`config.mk`:
```
export PLATFORM = sky130hd
export DESIGN_NAME = conv_3x3
export DESIGN_NICKNAME = d
export VERILOG_FILES = /design/src/rtl/conv_pkg.sv /design/src/rtl/conv_window.sv /design/src/rtl/conv_3x3.sv
export SDC_FILE = /design/constraint.sdc
export NUM_CORES = 1
export LEC_CHECK = 0
export CORE_MARGIN = 10
export CORE_UTILIZATION = 40
export DETAILED_ROUTE_END_ITERATION = 6
export GPL_TIMING_DRIVEN = 0
export HOLD_SLACK_MARGIN = 0.15
export PLACE_DENSITY = 0.63
export SLEW_MARGIN = 15
export SYNTH_ARGS = -nofsm -noshare
export SYNTH_HDL_FRONTEND = slang
export SYNTH_HIERARCHICAL = 1
export SYNTH_SLANG_ARGS = --single-unit
```
`constraint.sdc`:
```
create_clock -name clk_in -period 9.5 [get_ports clk_in]
set_clock_uncertainty 0.15 [all_clocks]
set_input_delay 1.9 -clock clk_in [delete_from_list [all_inputs] [get_ports clk_in]]
set_output_delay 1.9 -clock clk_in [all_outputs]
set_load 0.02 [all_outputs]
```
`src/rtl/conv_pkg.sv`:
```
// Shared types, widths and fixed 3x3 kernels for the conv_3x3 filter stage.
package conv_pkg;

  localparam int unsigned PIX_W  = 8;
  localparam int unsigned COEF_W = 8;
  localparam int unsigned PROD_W = 17;
  localparam int unsigned ACC_W  = 21;
  localparam int unsigned HC_W   = 11;
  localparam int unsigned VC_W   = 10;

  typedef logic signed [COEF_W-1:0] coef_t;
  // kernel[row][col], row 0 = top, col 0 = left
  typedef coef_t [0:2][0:2] kernel_t;

  // Sideband that travels alongside the arithmetic pipeline
  typedef struct packed {
    logic            valid;
    logic            border;
    logic [HC_W-1:0] h;
    logic [VC_W-1:0] v;
  } side_t;

  localparam kernel_t GAUSS_KERNEL = '{
    '{ 8'sd1,  8'sd2,  8'sd1},
    '{ 8'sd2,  8'sd4,  8'sd2},
    '{ 8'sd1,  8'sd2,  8'sd1}
  };

  localparam kernel_t SOBEL_X_KERNEL = '{
    '{-8'sd1,  8'sd0,  8'sd1},
    '{-8'sd2,  8'sd0,  8'sd2},
    '{-8'sd1,  8'sd0,  8'sd1}
  };

  localparam kernel_t SOBEL_Y_KERNEL = '{
    '{-8'sd1, -8'sd2, -8'sd1},
    '{ 8'sd0,  8'sd0,  8'sd0},
    '{ 8'sd1,  8'sd2,  8'sd1}
  };

  function automatic kernel_t kernel_sel(input int unsigned id);
    case (id)
      32'd1:   kernel_sel = SOBEL_X_KERNEL;
      32'd2:   kernel_sel = SOBEL_Y_KERNEL;
      default: kernel_sel = GAUSS_KERNEL;
    endcase
  endfunction

endpackage

```
`src/rtl/conv_window.sv`:
```
// S1: 3-column sliding window, centre-coordinate/row-wrap tracking and border flag.
module conv_window
  import conv_pkg::*;
#(
  parameter int unsigned HRES = 640,
  parameter int unsigned VRES = 360
) (
  input  logic                        clk_i,
  input  logic                        rst_i,
  input  logic [2:0][PIX_W-1:0]       col_i,
  input  logic [HC_W-1:0]             hcount_i,
  input  logic [VC_W-1:0]             vcount_i,
  input  logic                        valid_i,
  output logic [2:0][2:0][PIX_W-1:0]  win_o,
  output logic [HC_W-1:0]             h_o,
  output logic [VC_W-1:0]             v_o,
  output logic                        border_o,
  output logic                        valid_o
);

  localparam logic [HC_W-1:0] H_LAST = HC_W'(HRES - 1);
  localparam logic [VC_W-1:0] V_LAST = VC_W'(VRES - 1);

  logic [2:0][2:0][PIX_W-1:0] win_q, win_d;
  logic [HC_W-1:0]            h_q, h_d;
  logic [VC_W-1:0]            v_q, v_d;
  logic [VC_W-1:0]            last_v_q, last_v_d;
  logic                       border_q, border_d;
  logic                       valid_q;

  // Window shifts only on valid columns; centre is the previous column
  always_comb begin
    win_d    = win_q;
    h_d      = h_q;
    v_d      = v_q;
    last_v_d = last_v_q;
    border_d = border_q;
    if (valid_i) begin
      win_d[0] = win_q[1];
      win_d[1] = win_q[2];
      win_d[2] = col_i;
      last_v_d = vcount_i;
      if (hcount_i != '0) begin
        h_d = hcount_i - HC_W'(1);
        v_d = vcount_i;
      end else begin
        h_d = H_LAST;
        v_d = last_v_q;
      end
      border_d = (h_d == '0) || (h_d == H_LAST) || (v_d == '0) || (v_d == V_LAST);
    end
  end

  always_ff @(posedge clk_i or posedge rst_i) begin
    if (rst_i) begin
      win_q    <= '0;
      h_q      <= '0;
      v_q      <= '0;
      last_v_q <= '0;
      border_q <= 1'b0;
      valid_q  <= 1'b0;
    end else begin
      win_q    <= win_d;
      h_q      <= h_d;
      v_q      <= v_d;
      last_v_q <= last_v_d;
      border_q <= border_d;
      valid_q  <= valid_i;
    end
  end

  assign win_o    = win_q;
  assign h_o      = h_q;
  assign v_o      = v_q;
  assign border_o = border_q;
  assign valid_o  = valid_q;

endmodule

```
`src/rtl/conv_3x3.sv`:
```
// Fixed-kernel 3x3 convolution: window (S1), products (S2), sum (S3), shift/abs/clamp (S4).
module conv_3x3
  import conv_pkg::*;
#(
  parameter int unsigned HRES      = 640,
  parameter int unsigned VRES      = 360,
  parameter int unsigned KERNEL_ID = 0,
  parameter int unsigned SHIFT     = 4,
  parameter int unsigned ABS_EN    = 0
) (
  input  logic            clk_in,
  input  logic            rst_in,
  input  logic [2:0][7:0] line_buffer_in,
  input  logic [10:0]     hcount_in,
  input  logic [9:0]      vcount_in,
  input  logic            data_valid_in,
  output logic [7:0]      pixel_out,
  output logic [10:0]     hcount_out,
  output logic [9:0]      vcount_out,
  output logic            data_valid_out
);

  localparam kernel_t KERN    = kernel_sel(KERNEL_ID);
  localparam bit      USE_ABS = (ABS_EN != 0);

  logic [2:0][2:0][PIX_W-1:0] s1_win;
  logic [HC_W-1:0]            s1_h;
  logic [VC_W-1:0]            s1_v;
  logic                       s1_border, s1_valid;
  side_t                      s1_side, s2_q, s3_q, s4_q;

  logic signed [PROD_W-1:0]   prod_d [3][3];
  logic signed [PROD_W-1:0]   prod_q [3][3];
  logic signed [ACC_W-1:0]    acc_d, acc_q;
  logic signed [ACC_W-1:0]    shifted, mag;
  logic [PIX_W-1:0]           pix_d, pix_q;

  conv_window #(
    .HRES (HRES),
    .VRES (VRES)
  ) u_window (
    .clk_i    (clk_in),
    .rst_i    (rst_in),
    .col_i    (line_buffer_in),
    .hcount_i (hcount_in),
    .vcount_i (vcount_in),
    .valid_i  (data_valid_in),
    .win_o    (s1_win),
    .h_o      (s1_h),
    .v_o      (s1_v),
    .border_o (s1_border),
    .valid_o  (s1_valid)
  );

  assign s1_side = '{valid: s1_valid, border: s1_border, h: s1_h, v: s1_v};

  // Pixel is treated as a non-negative 9-bit signed operand
  function automatic logic signed [PROD_W-1:0] mul_tap(input logic [PIX_W-1:0] pix,
                                                       input coef_t coef);
    logic signed [PROD_W-1:0] a, b;
    a = PROD_W'($signed({1'b0, pix}));
    b = PROD_W'(coef);
    return a * b;
  endfunction

  // S2: window column c supplies kernel column c
  always_comb begin
    for (int r = 0; r < 3; r++) begin
      for (int c = 0; c < 3; c++) begin
        prod_d[r][c] = mul_tap(s1_win[c][r], KERN[r][c]);
      end
    end
  end

  // S3
  always_comb begin
    acc_d = '0;
    for (int r = 0; r < 3; r++) begin
      for (int c = 0; c < 3; c++) begin
        acc_d = acc_d + ACC_W'(prod_q[r][c]);
      end
    end
  end

  // S4: shift, optional magnitude, clamp, border blanking
  always_comb begin
    shifted = acc_q >>> SHIFT;
    mag     = shifted;
    if (USE_ABS && shifted[ACC_W-1]) begin
      mag = -shifted;
    end
    pix_d = '0;
    if (s3_q.border || mag[ACC_W-1]) begin
      pix_d = '0;
    end else if (mag > ACC_W'(255)) begin
      pix_d = '1;
    end else begin
      pix_d = mag[PIX_W-1:0];
    end
  end

  always_ff @(posedge clk_in or posedge rst_in) begin
    if (rst_in) begin
      for (int r = 0; r < 3; r++) begin
        for (int c = 0; c < 3; c++) begin
          prod_q[r][c] <= '0;
        end
      end
      acc_q <= '0;
      pix_q <= '0;
      s2_q  <= '0;
      s3_q  <= '0;
      s4_q  <= '0;
    end else begin
      prod_q <= prod_d;
      acc_q  <= acc_d;
      pix_q  <= pix_d;
      s2_q   <= s1_side;
      s3_q   <= s2_q;
      s4_q   <= s3_q;
    end
  end

  assign pixel_out      = pix_q;
  assign hcount_out     = s4_q.h;
  assign vcount_out     = s4_q.v;
  assign data_valid_out = s4_q.valid;

endmodule

```
# Word-level counts from Yosys, hierarchy flattened
# Cells that the tools add are included.
# classes
n_reduce_logical,7
addsub,9
n_mux,6
order_cmp,1
eq_ne,2
# op_table
cell,count
$mux 11,2
$mux 10,2
$add 16x8->17,1
$add 15x9->16,1
$mux 8,2
$add 14x8->15,1
$add 13x9->14,1
$add 12x10->13,1
$gt 13x8->1 const B,1
$add 11x9->12,1
$add 10x8->11,1
$eq 11x10->1 const B,1
$logic_not 11->1,1
$reduce_bool 11->1,1
$sub 11x1->11 const B,1
$add 8x9->10,1
$eq 10x9->1 const B,1
$logic_not 10->1,1
$logic_or 1x1->1,3
$logic_or 1x1->1 const B,1
# totals
output_inout_bits,30
ff_bits,270

# Depth between registers and ports, before layout
# logic_depth
depth_word,8
mapped_depth,14
mapped_depth_nobuf,14

# Hierarchy
# Netlist, hierarchy kept.
# modules_own_cells
mod,n_inst,area_each_um2,seq_area_each_um2,cells_per_inst
conv_3x3,1,5771.8,3928.8,361
conv_window,1,4479.3,2627.5,332

# Worst setup path after synthesis
# Ideal clock, no wire load.
# synth_path
path_type,reg2reg
from,register prod_q[4] (netlist name)
to,register acc_q[11]
slack_ns,5.588
synth_period_minus_slack_ns,3.912
setup_time_ns,0.080
required_ns,9.270
stages_incl_launch_ff,14
arrival_time_ns,3.682
path_cell_list,dfrtp_1 > inv_1 > fa_1 > inv_1 > fa_1 > fa_1 > inv_1 > fa_1 > inv_1 > fa_1 > a21oi_4 > o2bb2ai_2 > o41ai_2 > xnor2_1
# synth_via
elab_chain_cells,1
# synth_rtl
element,line_no,text
from (decl),conv_3x3.sv:33,logic signed [PROD_W-1:0] prod_q [3][3];
from (signal assigned),conv_3x3.sv:115,prod_q <= prod_d;
$add 16x8->17,conv_3x3.sv:80,acc_d = acc_d + ACC_W'(prod_q[r][c]);
net acc_d[11],conv_3x3.sv:34,"logic signed [ACC_W-1:0] acc_d, acc_q;"
to (signal assigned),conv_3x3.sv:109,acc_q <= '0;
to (signal assigned),conv_3x3.sv:116,acc_q <= acc_d;
to (decl),conv_3x3.sv:34,
# The timed path passes the listed nets, and every way through them passes these cells.
# A chain may end at the register's enable or synchronous reset.

# Worst setup path after layout
# Ends and elaborated chain as after synthesis.

==> summary.md <==
| Metric | Value |
|---|---|
| Status | finished clean |
| Asr flop ratio synth | 100% |
| Relative slew slack | 47.5% |
| DP HPWL | 12800 um |
| Clock slew at reported path FFs | 0.06 ns |
| Largest cells by area after synthesis | dfrtp_1 (64%), fa_1 (10%), mux2_2 (9.2%) |
| Placeable Area | 25200 um^2 |
| CP Class | register to register |
| CP Cell Sequence | inv_1 -> fa_1 -> inv_1 -> fa_1 -> fa_1 -> inv_1 -> fa_1 -> inv_1 -> fa_1 -> a21oi_4 -> o2bb2ai_2 -> o41ai_2 -> xnor2_1 |
| First-pass GRT wire length | 31000 um |
| Leak | 5.55 nW |
| Post-Syn Instances | 693 |
| Post-synth net total | 808 |
| Maximum VDD drop | 0.000297 V |
| Chip width | 180 um |
| Clock net sink count | 262 |
| Area growth syn-to-layout | 19.9% |
| CP Launch Point | prod_q[4] |
| Max Buffers Root-to-Sink | 3 |
| Slew @ Worst Pin | 0.788 ns |
| I/O pin cnt | 78 |
| Slowest stage delay, CP | 0.55 ns |
| Final wirelength | 18300 um |
| # rows | 58 |
| Critical Path RT | 9.80 ns |
| Antenna-violating nets left | 0 |
| Layout cells sized above 1 | 18.3% |
| Die area | 32400 um^2 |
| Design area | 12300 um^2 |
| Final non-filler cell total | 1146 |
| CP max FO | 2 |
| Largest net degree at the start of global routing | 106 |
| Hold Crit Class | register to register |
| Tmin final | 4.10 ns |
| EDFF count, synth | 0 |
| WP buf/inv | 4 |
| Pins Over Slew Limit | 0 |
| Placed Area | 11500 um^2 |
| Clock buffer count from CTS | 26 |
| Vias in the first global route | 5779 |
| # resized after CTS | 0 |
| Reg2Reg Setup Slack | 5.40 ns |
| Maxcap violations | 0 |
| Worst Setup Start Kind | register |
| Total congestion overflow | 0 |
| Setup ws final | 5.40 ns |
| Avg Synthesized Cell Area | 14.8 um^2 |
| Number of synthesized register bits | 262 |
| Global Route Usage Sum | 11.6% |
| Setup TNS | 0 ns |
| Die height | 180 um |
| Ys Warns | 6 |
| Post-CTS Setup Inserts | 0 |
| Primary FF master, synth | dfrtp_1 |
| Final Hold Fails | 0 |
| First-pass iteration count of the detailed router | 4 |
| Min-delay src | s3_q[15] |
| Synth top area share | 64.0% |
| CP max-delay cell | fa_1 |
| Post-Synthesis Cell Area | 10300 um^2 |
| Port Buffers | 74 |
| Diode count | 0 |
| Wirelength per Cell | 16.0 um |
| Root buf cell | clkbuf_16 |
| Fin nets | 912 |
| Via density per instance | 4.57 |
| RSZ-0062 raised after global routing | false |
| Dpl cells | 1099 |
| Initial antenna violation count | 0 |
| Residual DRC | 0 |
| Sequential area share after synthesis | 64.0% |
| Dpl ws | 5.00 ns |
| 1st-iter DRT viols | 262 |
| CTS tree | done |
| Critical path's top delay family | adder cells |
| Max H-tree Level | 1 |
| RD Place Congestion | 0.780 |
| CP endpoint kind | register |
| Utilization after layout | 48.8% |
| CP arrival | 4.40 ns |
| Worst-Skew Late Latency | 0.53 ns |
| Max Clk Rate | 244 MHz |
| Most frequent CP cell | fa_1 |
| Pwr Density | 350 nW/um^2 |
| Synth area leader | dfrtp_1 |
| Worst reg2reg startpoint | prod_q[4] |
| Routed via count | 5232 |
| Yosys cell types | 54 |
| Post-CTS Hold Fix Bufs | 0 |
| Initial Utilization | 40.7% |
| Finish-stage setup viols | 0 |
| Period utilization | 43.2% |
-- layout by cell type (no fill, tap or decap), drive strengths merged, types with 14 or more instances in the layout --
cell,n
dfrtp,262
inv,95
mux2,84
clkdlybuf4s50,74
fa,52
clkbuf,51
nor2,40
a21oi,26
ha,15
mux2i,14
-- power breakdown --
part           switching (mW)  internal, mW  leakage [nW]
clock                   0.416         0.553         0.399
combinational            1.05         0.885          2.11
sequential             0.0714          1.32          3.05
-- flip-flops by register name, indices dropped and copies added (netlist names) --
signal,count
acc_q,9
data_valid_out,1
hcount_out,11
pixel_out,8
prod_q,72
s2_q,23
s3_q,23
u_window/border_o,1
u_window/h_o,11
u_window/last_v_q,10
u_window/v_o,10
u_window/valid_o,1
u_window/win_o,72
vcount_out,10
-- cells in the mapped netlist (all sizes together), types with 2 or more instances --
cell type	instances
o22ai	2
fa	52
nand2	9
xor2	4
clkbuf	12
dfrtp	262
a31oi	5
mux2i	14
o21ai	5
a21boi	2
buf	10
nor3	7
xnor2	9
a21oi	26
nand3	4
nor2	40
nor3b	3
inv	95
ha	15
or4	2
or3	3
mux2	84
and2b	2
nor4	4
nand4b	2
o211ai	3
a21o	2
-- routing by layer --
| layer | vias to the layer above | track usage, % | wire length [um] |
|---|---|---|---|
| met5 | - | 0 | 0 |
| met4 | 0 | 3.51 | 364 |
| met3 | 29 | 2.35 | 701 |
| met2 | 71 | 18.5 | 8670 |
| met1 | 2680 | 15.6 | 8580 |
| li1 | 2452 | - | - |
-- kinds of logic (layout without fill, tap and decap cells) --
group,after synthesis,after routing,synth area share (%)
compound gates,53,53,3.49
xor+xnor,13,13,1.11
flops,262,262,64.0
simple gates,83,83,4.13
fa+ha+maj,67,67,12.0
buf+inv,117,240,4.74
mux,98,98,10.6
-- worst paths after layout --
kind                                         to  depth (start not counted)
worst min-delay path              hcount_out[5]                          0
worst max register to register        acc_q[11]                         13
min in group asynchronous       u_window/v_o[3]                          2
worst min register to register    hcount_out[5]                          0
worst max-delay path                  acc_q[11]                         13
max in group asynchronous            prod_q[87]                          3
-- layout make-up --
type,instances,area (um^2)
Fill cell,2175,12900
Sequential cell,262,6560
Multi-Input combinational cell,314,3210
Timing Repair Buffer,76,796
Clock buffer,39,759
Tap cell,330,413
Inverter,95,369
Buffer,22,129
Clock inverter,8,60.1
-- through the flow --
stage	hold WS [ns]	power [mW]
5_1_grt	0.200	4.70
4_1_cts	0.197	4.37
3_5_place_dp	0.185	3.39
2_1_floorplan	0.181	2.95
3_3_place_gp	0.182	3.32
6_report	0.193	4.30
Note: power is estimated with default switching activity, not from simulation.
